--- src/rtl/sync_filter_multi.sv ---
// -----------------------------------------------------------------------------
// sync_filter_multi
//
// Multi-channel asynchronous-input conditioner. Each of WIDTH channels passes
// through a STAGES-deep synchronizer chain. A per-channel glitch filter then
// only lets sync_out follow the synchronized input once the input has differed
// from sync_out for FILTER_LEN consecutive clock edges. Every change of
// sync_out comes with a registered one-cycle rise or fall pulse.
//
// Parameters:
//   WIDTH      number of independent channels (>= 1)
//   STAGES     synchronizer flop depth (>= 2, checked at elaboration)
//   FILTER_LEN consecutive mismatching edges before sync_out flips
//              (>= 1, checked at elaboration)
//   RST_VAL    reset value of the sync stages and of sync_out
//
// Ports:
//   clk        system clock
//   n_rst      asynchronous, active-low reset
//   async_in   [WIDTH] asynchronous inputs
//   sync_out   [WIDTH] synchronized, filtered level
//   rise       [WIDTH] one-cycle pulse when sync_out[i] goes 0->1
//   fall       [WIDTH] one-cycle pulse when sync_out[i] goes 1->0
//   changed    OR of all rise/fall pulses
//
// Optional build macro SYNC_FILTER_STATS_EN adds:
//   stats_clr  synchronous clear of glitch_cnt (wins over increment)
//   glitch_cnt [8] saturating count of cycles in which at least one channel
//              rejected a glitch
// -----------------------------------------------------------------------------
module sync_filter_multi #(
  parameter int               WIDTH      = 4,
  parameter int               STAGES     = 2,
  parameter int               FILTER_LEN = 3,
  parameter logic [WIDTH-1:0] RST_VAL    = {WIDTH{1'b0}}
) (
  input  logic             clk,
  input  logic             n_rst,
`ifdef SYNC_FILTER_STATS_EN
  input  logic             stats_clr,
`endif
  input  logic [WIDTH-1:0] async_in,
  output logic [WIDTH-1:0] sync_out,
  output logic [WIDTH-1:0] rise,
  output logic [WIDTH-1:0] fall,
`ifdef SYNC_FILTER_STATS_EN
  output logic [7:0]       glitch_cnt,
`endif
  output logic             changed
);

  // Counter holds 0 .. FILTER_LEN-1; never narrower than one bit.
  localparam int CNT_W = (FILTER_LEN > 1) ? $clog2(FILTER_LEN) : 1;
  localparam logic [CNT_W-1:0] CNT_MAX = CNT_W'(FILTER_LEN - 1);

  if (STAGES < 2) begin : g_bad_stages
    $error("sync_filter_multi: STAGES must be >= 2");
  end
  if (FILTER_LEN < 1) begin : g_bad_filter_len
    $error("sync_filter_multi: FILTER_LEN must be >= 1");
  end

  // ---------------------------------------------------------------------------
  // Synchronizer chain: plain flop-to-flop, no logic between stages.
  // ---------------------------------------------------------------------------
  logic [WIDTH-1:0] stage_q [STAGES];
  logic [WIDTH-1:0] s_last;

  always_ff @(posedge clk or negedge n_rst) begin
    if (!n_rst) begin
      for (int k = 0; k < STAGES; k++) begin
        stage_q[k] <= RST_VAL;
      end
    end else begin
      stage_q[0] <= async_in;
      for (int k = 1; k < STAGES; k++) begin
        stage_q[k] <= stage_q[k-1];
      end
    end
  end

  assign s_last = stage_q[STAGES-1];

  // ---------------------------------------------------------------------------
  // Per-channel glitch filter
  // ---------------------------------------------------------------------------
  logic [WIDTH-1:0] sync_q, sync_d;
  logic [WIDTH-1:0] rise_q, rise_d;
  logic [WIDTH-1:0] fall_q, fall_d;
  logic [WIDTH-1:0] mismatch;
  logic [WIDTH-1:0] flip;
`ifdef SYNC_FILTER_STATS_EN
  logic [WIDTH-1:0] busy;
`endif

  assign mismatch = s_last ^ sync_q;

  genvar gi;
  for (gi = 0; gi < WIDTH; gi++) begin : g_chan
    logic [CNT_W-1:0] cnt_q, cnt_d;

    // Flip on the edge that would otherwise push the count past its maximum.
    assign flip[gi] = mismatch[gi] && (cnt_q == CNT_MAX);
`ifdef SYNC_FILTER_STATS_EN
    assign busy[gi] = (cnt_q != '0);
`endif

    // Match or completed flip both return the counter to 0.
    always_comb begin
      cnt_d = '0;
      if (mismatch[gi] && (cnt_q != CNT_MAX)) begin
        cnt_d = cnt_q + 1'b1;
      end
    end

    always_ff @(posedge clk or negedge n_rst) begin
      if (!n_rst) begin
        cnt_q <= '0;
      end else begin
        cnt_q <= cnt_d;
      end
    end
  end

  assign sync_d = sync_q ^ flip;
  assign rise_d = flip & s_last;
  assign fall_d = flip & ~s_last;

  always_ff @(posedge clk or negedge n_rst) begin
    if (!n_rst) begin
      sync_q <= RST_VAL;
      rise_q <= '0;
      fall_q <= '0;
    end else begin
      sync_q <= sync_d;
      rise_q <= rise_d;
      fall_q <= fall_d;
    end
  end

  assign sync_out = sync_q;
  assign rise     = rise_q;
  assign fall     = fall_q;
  assign changed  = |(rise_q | fall_q);

  // ---------------------------------------------------------------------------
  // Optional glitch statistics
  // ---------------------------------------------------------------------------
`ifdef SYNC_FILTER_STATS_EN
  logic [7:0] glitch_q, glitch_d;
  logic       glitch_seen;

  // A channel that had started counting and now matches again has just
  // rejected a glitch; any number of such channels counts once per cycle.
  assign glitch_seen = |(busy & ~mismatch);

  always_comb begin
    glitch_d = glitch_q;
    if (stats_clr) begin
      glitch_d = '0;
    end else if (glitch_seen && (glitch_q != 8'hFF)) begin
      glitch_d = glitch_q + 8'd1;
    end
  end

  always_ff @(posedge clk or negedge n_rst) begin
    if (!n_rst) begin
      glitch_q <= '0;
    end else begin
      glitch_q <= glitch_d;
    end
  end

  assign glitch_cnt = glitch_q;
`endif

endmodule
--- config.mk ---
export PLATFORM = sky130hd
export DESIGN_NAME = sync_filter_multi
export DESIGN_NICKNAME = d
export VERILOG_FILES = /design/src/rtl/sync_filter_multi.sv
export SDC_FILE = /design/constraint.sdc
export NUM_CORES = 1
export LEC_CHECK = 0
export BUFFER_PORTS_ARGS = -buffer_cell sky130_fd_sc_hd__buf_2
export CAP_MARGIN = 15
export CORE_MARGIN = 5
export CORE_UTILIZATION = 51
export CTS_CLUSTER_DIAMETER = 200
export DETAILED_ROUTE_END_ITERATION = 10
export PLACE_DENSITY = 0.75
export SYNTH_ARGS = -nofsm -noshare
export SYNTH_HDL_FRONTEND = slang
export SYNTH_SLANG_ARGS = --single-unit
--- constraint.sdc ---
create_clock -name clk -period 1.5 [get_ports clk]
set_input_delay 0.15 -clock clk [delete_from_list [all_inputs] [get_ports clk]]
set_output_delay 0.15 -clock clk [all_outputs]
set_load 0.1 [all_outputs]
# Word level (Yosys, flattened, before mapping)
# Index checks and enable logic that the tools add are counted.
# word_totals
in_bits	6
out_inout_bits	13
register_bits	28
# op_classes
n_addsub	4
bitwise	6
n_eq_ne	8
n_mux	4
n_reduce_logical	9
# ops
operator	count
2-bit by 1-bit adder with 2-bit output (second input constant)	4
4-bit bitwise AND	2
2-bit == test (second input constant)	4
1-bit logical AND	8
2-bit 2-to-1 mux	4
2-bit inequality test (second input constant)	4
4-bit bitwise XOR	2
4-bit NOT	1
4-bit bitwise OR	1
4-bit OR reduction	1

# Longest topological paths before layout
# Gate-level depths: netlist of run 1.
# logic_depth
word_depth	3
depth_mapped	4
mapped_depth_nobuf	4

# Least setup slack after synthesis of run 1
# OpenSTA, ideal clock, no wires.
# synth_path
kind	reg2out
from	register fall_q[0] (netlist: fall[0])
to	output port changed
path_slack_ps	-390
path_buffers	0
path_stages_with_launch	3
arrival_time_ps	1740
cell_sequence	dfrtp_1 nor4_1 nand2_1
# synth_via
elab_chain_len	2
# synth_rtl
element	line	text
from (decl)	89	logic [WIDTH-1:0] fall_q, fall_d;
from (signal assigned)	137	fall_q <= fall_d;
4-bit bitwise OR	144	assign changed = |(rise_q | fall_q);
4-bit OR reduction	144	
to (decl)	49	output logic changed
# No other way between the ends.

# Final worst setup path of run 1
# layout_path
from	register fall_q[2] (netlist: fall[2])
to	output port changed
# Same word-level chain as after synthesis.

==> qor.yml, run 1 <==
peakVddDrop_mv: 1.20
wl_um: 1550
wl_met2_um: 793
wl_met3_um: 79
synth.net_count: 78
crit_type: "reg2out"
wire_per_inst_um: 12.9
ant_nets: 0
slowest_stage: "dfrtp_2"
cts_sinks: 28
fin_crit_ns: 1.47
dr_total_vias: 584
num-nets-final: 106
tns_ns: 0
netlist_top_cells_count: "dfrtp_1 (28), nor3_1 (8), inv_1 (6)"
firstDrtPassIters: 4
ys_seq_elements: 28
cts_buffer_depth: 2
hp-class: "in2async"
critical_path.startpoint: "fall[2]$_DFF_PN0_"
top_layer: "met4"
worst_pin_slew_ns: 0.582
status: "finished, final reports clean"
fp.dieArea_mm2: 0.00286
io_pins: 19
place.gp.congestion: 0.726
max_slew_margin: 0.612
synth.largest_area_cell: "dfrtp_1"
insertion_delay_ns: 0.32
die_w_um: 53.4
synth-edff-count: 0
post-cts-setup-buffer-count: 0
numCtsBuffers: 3
path_max_fanout: 2
endpoint_kind: "primary output"
dpl_worst_slack_ns: 0.244
cts_max_level: 1
yosys_warnings: 0
wl_met1_um: 658
yosys_most_used_dff: "dfrtp_1"
critPathRequiredTime_ns: 1.35
power.density_mw_per_mm2: 2150
dr.first_iter.drc_count: 1
finalCritPeriodShare: 0.980
path_cells: "nor4_4 > nand2_2 > buf_8"
grt_use_total: 0.130
drive_gt1_frac: 0.379
syn2layout_area_growth_pct: 27.0
syn_inst: 68
port_buffers: 18
syn_area_per_cell_um2: 14.1
ys_seq_area_frac: 0.728
critical_path.top_delay_family: "flip-flops"
dpl_cell_area_mm2: 0.00110
synthesis.area_um2: 962
fin_ws_ns: 0.0296
maxCapViolCount: 0
clk_pin_slew_ns: 0.14
drcViolationCount: 0
initial_core_util: 0.545
synth.top_cell.area_share: 0.728
vias_per_cell: 4.87
skew_ns: 0.00919
grt_pass1_vias: 596
hold_viol: 0
path_buf_inv: 1
rows: 15
async_flop_share: 1.00
setup_viol: 0
power_leakage_uw: 0.000610
cts_tree: "built"
final_max_slew_viol_count: 0
placeableCoreArea_mm2: 0.00176
regToRegStartpoint: "g_chan[0].cnt_q[0]$_DFF_PN0_"
ys_types: 13
grt_pass1_wl_um: 2630
total_power_uw: 2620
synth_top_cells_by_area: "dfrtp_1 (73%), ha_1 (5.2%), nor3_1 (4.2%), xnor2_1 (3.6%), inv_1 (2.3%)"
grt.overflow.total: 0
antenna_found_initial: 0
cts_root_buf: "clkbuf_4"
timing.fmax_mhz: 680
die_h_um: 53.4
place_hpwl_um: 1040
grt_start_max_net_pins: 29
cp.arrival_ns: 1.32
antennaDiodeCount: 0
rsz0062_at_grt: "yes"
crit_path_start_kind: "flip-flop"
synth.most_common_cell: "dfrtp_1"
fin_area_mm2: 0.00122
critPathMaxStageDelay_ns: 0.45
==> logic make-up (layout without fill, tap and decap cells) <==
logic type                 count (synthesis)  in the layout  synth area share
adders and majority gates                  4              4            0.0520
xor gates and xnor gates                   4              4            0.0364
buffers and inverters                      6             33            0.0234
AOI/OAI and AO/OA                          2              2            0.0104
and+or+nand+nor                           22             22             0.126
muxes                                      2              2            0.0234
DFF                                       28             28             0.728
==> area by class of cell <==
type,instances,area [um2]
flip-flops and latches,28,711
fillers,141,542
multi-input cells,34,272
repair buffers,23,150
clock buffers,4,36.3
well taps,25,31.3
inverters,6,22.5
==> placed cells by master (no fill, tap or decap) <==
cell	n
nand2_1	3
and3b_2	1
inv_1	6
xnor2_1	4
buf_2	17
nand2_2	1
nor2_1	3
dlygate4sd3_1	5
clkbuf_8	1
buf_8	1
mux2_2	2
nor4_4	2
nor3b_1	2
dfrtp_2	8
and3b_1	2
o21ai_0	2
dfrtp_1	20
ha_1	4
clkbuf_4	3
nor3_1	8
==> path summary, 6_finish.rpt <==
path,slack [ns],endpoint,cells past startpoint
setup / recovery,0.03,changed,3
hold / removal,0.34,stage_q[6]$_DFF_PN0_,2
setup reg to reg,0.34,flip-flop,3
hold reg to reg,0.36,s_last[1]$_DFF_PN0_,0
max in group asynchronous,0.73,rise[1]$_DFF_PN0_,2
min in group clk,0.36,s_last[1]$_DFF_PN0_,0
==> through the flow <==
step                hold WS, ns  cells   util
global placement          0.181    111  0.621
global route              0.386    120  0.693
floorplan                -0.146     68      -
CTS                       0.362    120  0.677
detailed placement        0.191    111  0.621
finish                    0.344    120  0.693
==> routing by layer <==
layer,track usage,vias up
met5,0,-
met4,0.0638,0
met3,0.0254,2
met2,0.216,17
met1,0.160,286
li1,-,279
==> power breakdown <==
part	switching (uW)	leakage (uW)	internal [uW]
Clock	202	0.0000210	148
Combinational	911	0.000246	313
Sequential	126	0.000343	923
==> timing repair <==
item | CTS | global route
hold endpoints to repair | 32 | 0
endpoints found under the setup margin | 1 | 1
pin swaps | 0 | 0
gates resized for setup | 3 | 4
hold buffers | 5 | 0
Power figures use the tool's default switching activity.
==> run 2, diff against run 1 <==
--- a/config.mk
+++ b/config.mk
@@ -5,7 +5,7 @@
 export SDC_FILE = /design/constraint.sdc
 export NUM_CORES = 1
 export LEC_CHECK = 0
-export BUFFER_PORTS_ARGS = -buffer_cell sky130_fd_sc_hd__buf_2
+export BUFFER_PORTS_ARGS = -buffer_cell sky130_fd_sc_hd__buf_4
 export CAP_MARGIN = 15
 export CORE_MARGIN = 5
 export CORE_UTILIZATION = 51
==> constraint.sdc (replaced) <==
create_clock -name clk -period 1.5 [get_ports clk]
set_input_delay 0.3 -clock clk [delete_from_list [all_inputs] [get_ports clk]]
set_output_delay 0.3 -clock clk [all_outputs]
set_load 0.1 [all_outputs]
==> run 2 against run 1 <==
Against the previous run: the flow now finishes with violations (setup timing); die area unchanged; clock power fell by 2%; first-iteration DRC count unchanged; via count fell by 4.6%; wire length shrank 14%; critical path type unchanged; largest power group unchanged.
==> qor.yml, run 2 (same netlist as run 1, synthesis figures left out) <==
status: "finished with violations"
failed_checks: "setup timing"
antenna_found_initial: 0  # unchanged
fin_crit_ns: 1.64  # +0.167 ns
max_slew_margin: 0.783  # +0.171
path_max_fanout: 2  # unchanged
hold_viol: 0  # unchanged
crit_path_start_kind: "flip-flop"
critPathRequiredTime_ns: 1.20  # -0.15 ns
fin_area_mm2: 0.00124  # +1.4%
setup_viol: 1  # +1
drive_gt1_frac: 0.396  # +0.0167
whs_ns: 0.0825  # -0.262 ns
timing.fmax_mhz: 611  # -10%
cp.arrival_ns: 1.34  # +0.02 ns
path_buf_inv: 1  # unchanged
rsz0062_at_grt: "yes"
die_h_um: 53.4  # unchanged
dr.first_iter.drc_count: 1  # unchanged
worst-r2r-setup-slack_ns: 0.36  # +0.02 ns
dpl_cell_area_mm2: 0.00118  # +7.8%
final_max_slew_viol_count: 0  # unchanged
initial_core_util: 0.545  # unchanged
critPathMaxStageDelay_ns: 0.45  # about the same
fill_cells: 137  # -2.8%
insertion_delay_ns: 0.31  # about the same
numCtsBuffers: 3  # unchanged
cts_tree: "built"
syn2layout_area_growth_pct: 28.9
num-nets-final: 102  # -3.8%
wl_um: 1330  # -14%
grt_start_max_net_pins: 29  # unchanged
dr_total_vias: 557  # -4.6%
port_buffers: 18  # unchanged
place_hpwl_um: 1020  # -2.0%
fp.dieArea_mm2: 0.00286  # unchanged
ant_nets: 0  # unchanged
cts_max_level: 1  # unchanged
grt_pass1_wl_um: 2330  # -11%
grt_pass1_vias: 547  # -8.2%
cts_sinks: 28  # unchanged
dp_cells: 111  # unchanged
power.density_mw_per_mm2: 2160  # +0.66%
multi_input_area_um2: 277  # +1.8%
firstDrtPassIters: 2  # -2
cts_buffer_depth: 2  # unchanged
slowest_stage: "dfrtp_2"
critical_path.top_delay_family: "flip-flops"
worst_pin_slew_ns: 0.325  # -0.257 ns
area.sequential_um2: 716  # +0.70%
antennaDiodeCount: 0  # unchanged
final_cell_mix: "dfrtp_1 (20), buf_4 (17), nor3_1 (8), inv_1 (6), dfrtp_2 (6)"
path_cells: "nor4_4 > nand2_4 > buf_12"
finalCritPeriodShare: 1.09  # +0.111
final_common_cell: "dfrtp_1"
peakVddDrop_mv: 1.12  # -6.8%
hp-class: "in2reg"
finalNonFillerCells: 116  # -3.3%
power_leakage_uw: 0.000601  # -1.4%
rows: 15  # unchanged
grt_use_total: 0.118  # -0.0127
endpoint_kind: "primary output"
clk_pin_slew_ns: 0.13  # about the same
crit_type: "reg2out"
post-cts-setup-buffer-count: 0  # unchanged
maxCapViolCount: 0  # unchanged
wire_per_inst_um: 11.5  # -11%
fin_ws_ns: -0.137  # -0.167 ns
grt.overflow.total: 0  # unchanged
vias_per_cell: 4.80  # -1.3%
placeableCoreArea_mm2: 0.00176  # unchanged
die_w_um: 53.4  # unchanged
io_pins: 19  # unchanged
cts_root_buf: "clkbuf_4"
place.gp.congestion: 0.667  # -8.2%
drcViolationCount: 0  # unchanged
skew_ns: 0.00186  # -0.00733 ns
## run 2: where the power goes
part           switching (uW)  internal (uW)
registers                 129            925
logic                     907            377
clock network             194            148
total                    1230           1450
## run 2: per-layer routing
layer | track usage | vias up | wire [um]
li1 | - | 275 | -
met1 | 0.158 | 264 | 640
met2 | 0.176 | 16 | 610
met3 | 0.0338 | 2 | 73
met4 | 0.0511 | 0 | 8
met5 | 0 | - | 0
## run 2: area by class of cell
type / count / share of cell area
Multi-Input combinational cell: 34 / 0.223
Timing Repair Buffer: 19 / 0.127
Tap cell: 25 / 0.0252
Inverter: 6 / 0.0182
Sequential cell: 28 / 0.577
Clock buffer: 4 / 0.0293
## run 2: per-stage QoR
step           setup TNS, ns  setup WS (ns)  power (uW)   util
6_report              -0.137         -0.137        2680  0.703
3_3_place_gp               0          0.127        2270  0.670
5_1_grt               -0.219         -0.219        2830  0.703
3_5_place_dp               0         0.0855        2310  0.670
2_1_floorplan              0        0.00257        2050      -
4_1_cts               -0.160         -0.160        2710  0.703
## run 2: final timing paths
check / startpoint / endpoint / cells past startpoint
max: rise[3]$_DFF_PN0_ / changed / 3
min: async_in[2] / stage_q[6]$_DFF_PN0_ / 1
max reg2reg: g_chan[0].cnt_q[0]$_DFF_PN0_ / flip-flop / 3
min reg2reg: stage_q[4]$_DFF_PN0_ / s_last[0]$_DFF_PN0_ / 0
max in group asynchronous: n_rst / fall[2]$_DFF_PN0_ / 2
min in group asynchronous: n_rst / rise[2]$_DFF_PN0_ / 2
## run 2: repair_timing
| action | in CTS | in global routing |
|---|---|---|
| endpoints found under the setup margin | 1 | 1 |
| gates resized for setup | 3 | 0 |
| endpoints found under the hold margin | 28 | 0 |
| hold buffers | 1 | 0 |
| pin swaps | 3 | 0 |
==> run 3, diff against run 2 <==
--- a/config.mk
+++ b/config.mk
@@ -12,6 +12,7 @@
 export CTS_CLUSTER_DIAMETER = 200
 export DETAILED_ROUTE_END_ITERATION = 10
 export PLACE_DENSITY = 0.75
+export REMOVE_ABC_BUFFERS = 1
 export SYNTH_ARGS = -nofsm -noshare
 export SYNTH_HDL_FRONTEND = slang
 export SYNTH_SLANG_ARGS = --single-unit
==> run 3 against run 2 <==
Against the previous run: the flow still finishes with violations (setup timing); core utilization down 2.8 points; maximum frequency increased by 2.5%; cell area is 3.9% lower; critical endpoint unchanged; register-to-register slack barely moved; clock power rose by 2%; clock skew is 0.0019 ns higher; first-iteration DRC count rose to 3.0 times the previous value; clock-buffer cell count unchanged.
==> qor.yml, run 3 (same netlist as run 1, synthesis figures left out) <==
worst_pin_slew_ns: 0.337  # +0.0112 ns
skew_ns: 0.00376  # +0.00191 ns
crit_type: "reg2out"
place_hpwl_um: 1040  # +2.1%
clk_pin_slew_ns: 0.13  # about the same
grt.overflow.total: 0  # unchanged
hp-class: "in2reg"
numCtsBuffers: 3  # unchanged
critPathRequiredTime_ns: 1.20  # about the same
cts_max_level: 1  # unchanged
io_pins: 19  # unchanged
status: "finished with violations"
grt_start_max_net_pins: 29  # unchanged
power_leakage_uw: 0.000601  # about the same
dr_total_vias: 558  # +0.18%
dr.first_iter.drc_count: 3  # +2
timing.fmax_mhz: 626  # +2.5%
die_w_um: 53.4  # unchanged
wire_per_inst_um: 11.8  # +2.9%
num-nets-final: 102  # unchanged
path_max_fanout: 2  # unchanged
intPower_uw: 1390  # -4.3%
tns_ns: -0.0971  # +0.0403 ns
combPwrFrac: 0.465  # -0.014
drive_gt1_frac: 0.297  # -0.0989
power.switching_fraction: 0.466  # +0.00748
drcViolationCount: 0  # unchanged
maxCapViolCount: 0  # unchanged
grt_pass1_wl_um: 2370  # +1.8%
port_buffers: 18  # unchanged
fin_area_mm2: 0.00119  # -3.9%
cts_root_buf: "clkbuf_4"
finalCritPeriodShare: 1.06  # -0.0269
crit_path_start_kind: "flip-flop"
firstDrtPassIters: 2  # unchanged
fin_crit_ns: 1.60  # -0.0403 ns
clock_power_share: 0.135  # +0.007
setup_viol: 1  # unchanged
path_cells: "nor4_2 > nand2_1 > buf_6"
dpl_worst_slack_ns: 0.219  # +0.133 ns
peakVddDrop_mv: 1.32  # +18%
hold_viol: 0  # unchanged
power.density_mw_per_mm2: 2180  # +0.98%
max_slew_margin: 0.776  # -0.00747
placeableCoreArea_mm2: 0.00176  # unchanged
vias_per_cell: 4.81  # +0.18%
failed_checks: "setup timing"
p_seq_frac: 0.400  # +0.007
dp_cells: 111  # unchanged
grt_use_total: 0.124  # +0.00659
final_max_slew_viol_count: 0  # unchanged
slowest_stage: "dfrtp_1"
post-cts-setup-buffer-count: 0  # unchanged
critPathMaxStageDelay_ns: 0.41  # -0.04 ns
dpl_cell_area_mm2: 0.00113  # -4.4%
antenna_found_initial: 0  # unchanged
ant_nets: 0  # unchanged
cp.arrival_ns: 1.30  # -0.04 ns
critical_path.top_delay_family: "flip-flops"
antennaDiodeCount: 0  # unchanged
fin_ws_ns: -0.0971  # +0.0403 ns
place.gp.congestion: 0.676  # +1.4%
rsz0062_at_grt: "yes"
initial_core_util: 0.545  # unchanged
switching_power_uw: 1210  # -1.4%
cts_buffer_depth: 2  # unchanged
final_cell_mix: "dfrtp_1 (28), buf_4 (17), nor3_1 (8), inv_1 (6)"
wl_um: 1370  # +2.9%
cts_tree: "built"
fp.dieArea_mm2: 0.00286  # unchanged
cts_sinks: 28  # unchanged
endpoint_kind: "primary output"
rows: 15  # unchanged
path_buf_inv: 1  # unchanged
die_h_um: 53.4  # unchanged
final_common_cell: "dfrtp_1"
finalNonFillerCells: 116  # unchanged
insertion_delay_ns: 0.32  # about the same
syn2layout_area_growth_pct: 23.8
grt_pass1_vias: 541  # -1.1%
worst-r2r-setup-slack_ns: 0.36  # about the same
-- run 3: final cells by class --
type | instances | area (um2)
clock buffers | 4 | 36.3
fillers | 147 | 573
inverters | 6 | 22.5
multi-input cells | 34 | 251
flip-flops and latches | 28 | 701
well taps | 25 | 31.3
repair buffers | 19 | 149
-- run 3: power by group through the flow --
stage	logic [uW]	clock network (uW)	registers, uW
2_1_floorplan	432	0	1560
3_3_place_gp	1180	0	1050
3_5_place_dp	1200	0	1060
4_1_cts	1210	372	1040
5_1_grt	1280	401	1070
6_report	1210	350	1040
-- run 3: what timing repair did --
| action | 4_1_cts | 5_1_grt |
|---|---|---|
| resized for setup | 1 | 2 |
| setup endpoints to repair | 1 | 1 |
| hold endpoints to repair | 28 | 0 |
| hold buffers | 1 | 0 |
-- run 3: per-stage QoR --
| stage | power (uW) | utilization | hold WS [ns] |
|---|---|---|---|
| 6_report | 2600 | 0.675 | 0.0701 |
| 3_5_place_dp | 2250 | 0.640 | 0.229 |
| 4_1_cts | 2630 | 0.668 | 0.0544 |
| 3_3_place_gp | 2220 | 0.640 | 0.229 |
| 2_1_floorplan | 2000 | - | 0.00441 |
| 5_1_grt | 2750 | 0.675 | 0.0422 |
-- run 3: per-layer routing --
layer  vias to the layer above  track usage  share of wire
li1                        272            -              -
met1                       263        0.143           0.41
met2                        19        0.196           0.49
met3                         4       0.0254          0.071
met4                         0        0.102          0.024
met5                         -            0              0
-- run 3: final timing paths --
path	startpoint	endpoint	cells past startpoint
min reg2reg	stage_q[7]$_DFF_PN0_	s_last[3]$_DFF_PN0_	0
max	fall[0]$_DFF_PN0_	changed	3
max in group asynchronous	n_rst	fall[1]$_DFF_PN0_	2
min	async_in[0]	stage_q[4]$_DFF_PN0_	1
max reg2reg	g_chan[0].cnt_q[0]$_DFF_PN0_	flip-flop	3
min in group asynchronous	n_rst	rise[1]$_DFF_PN0_	2
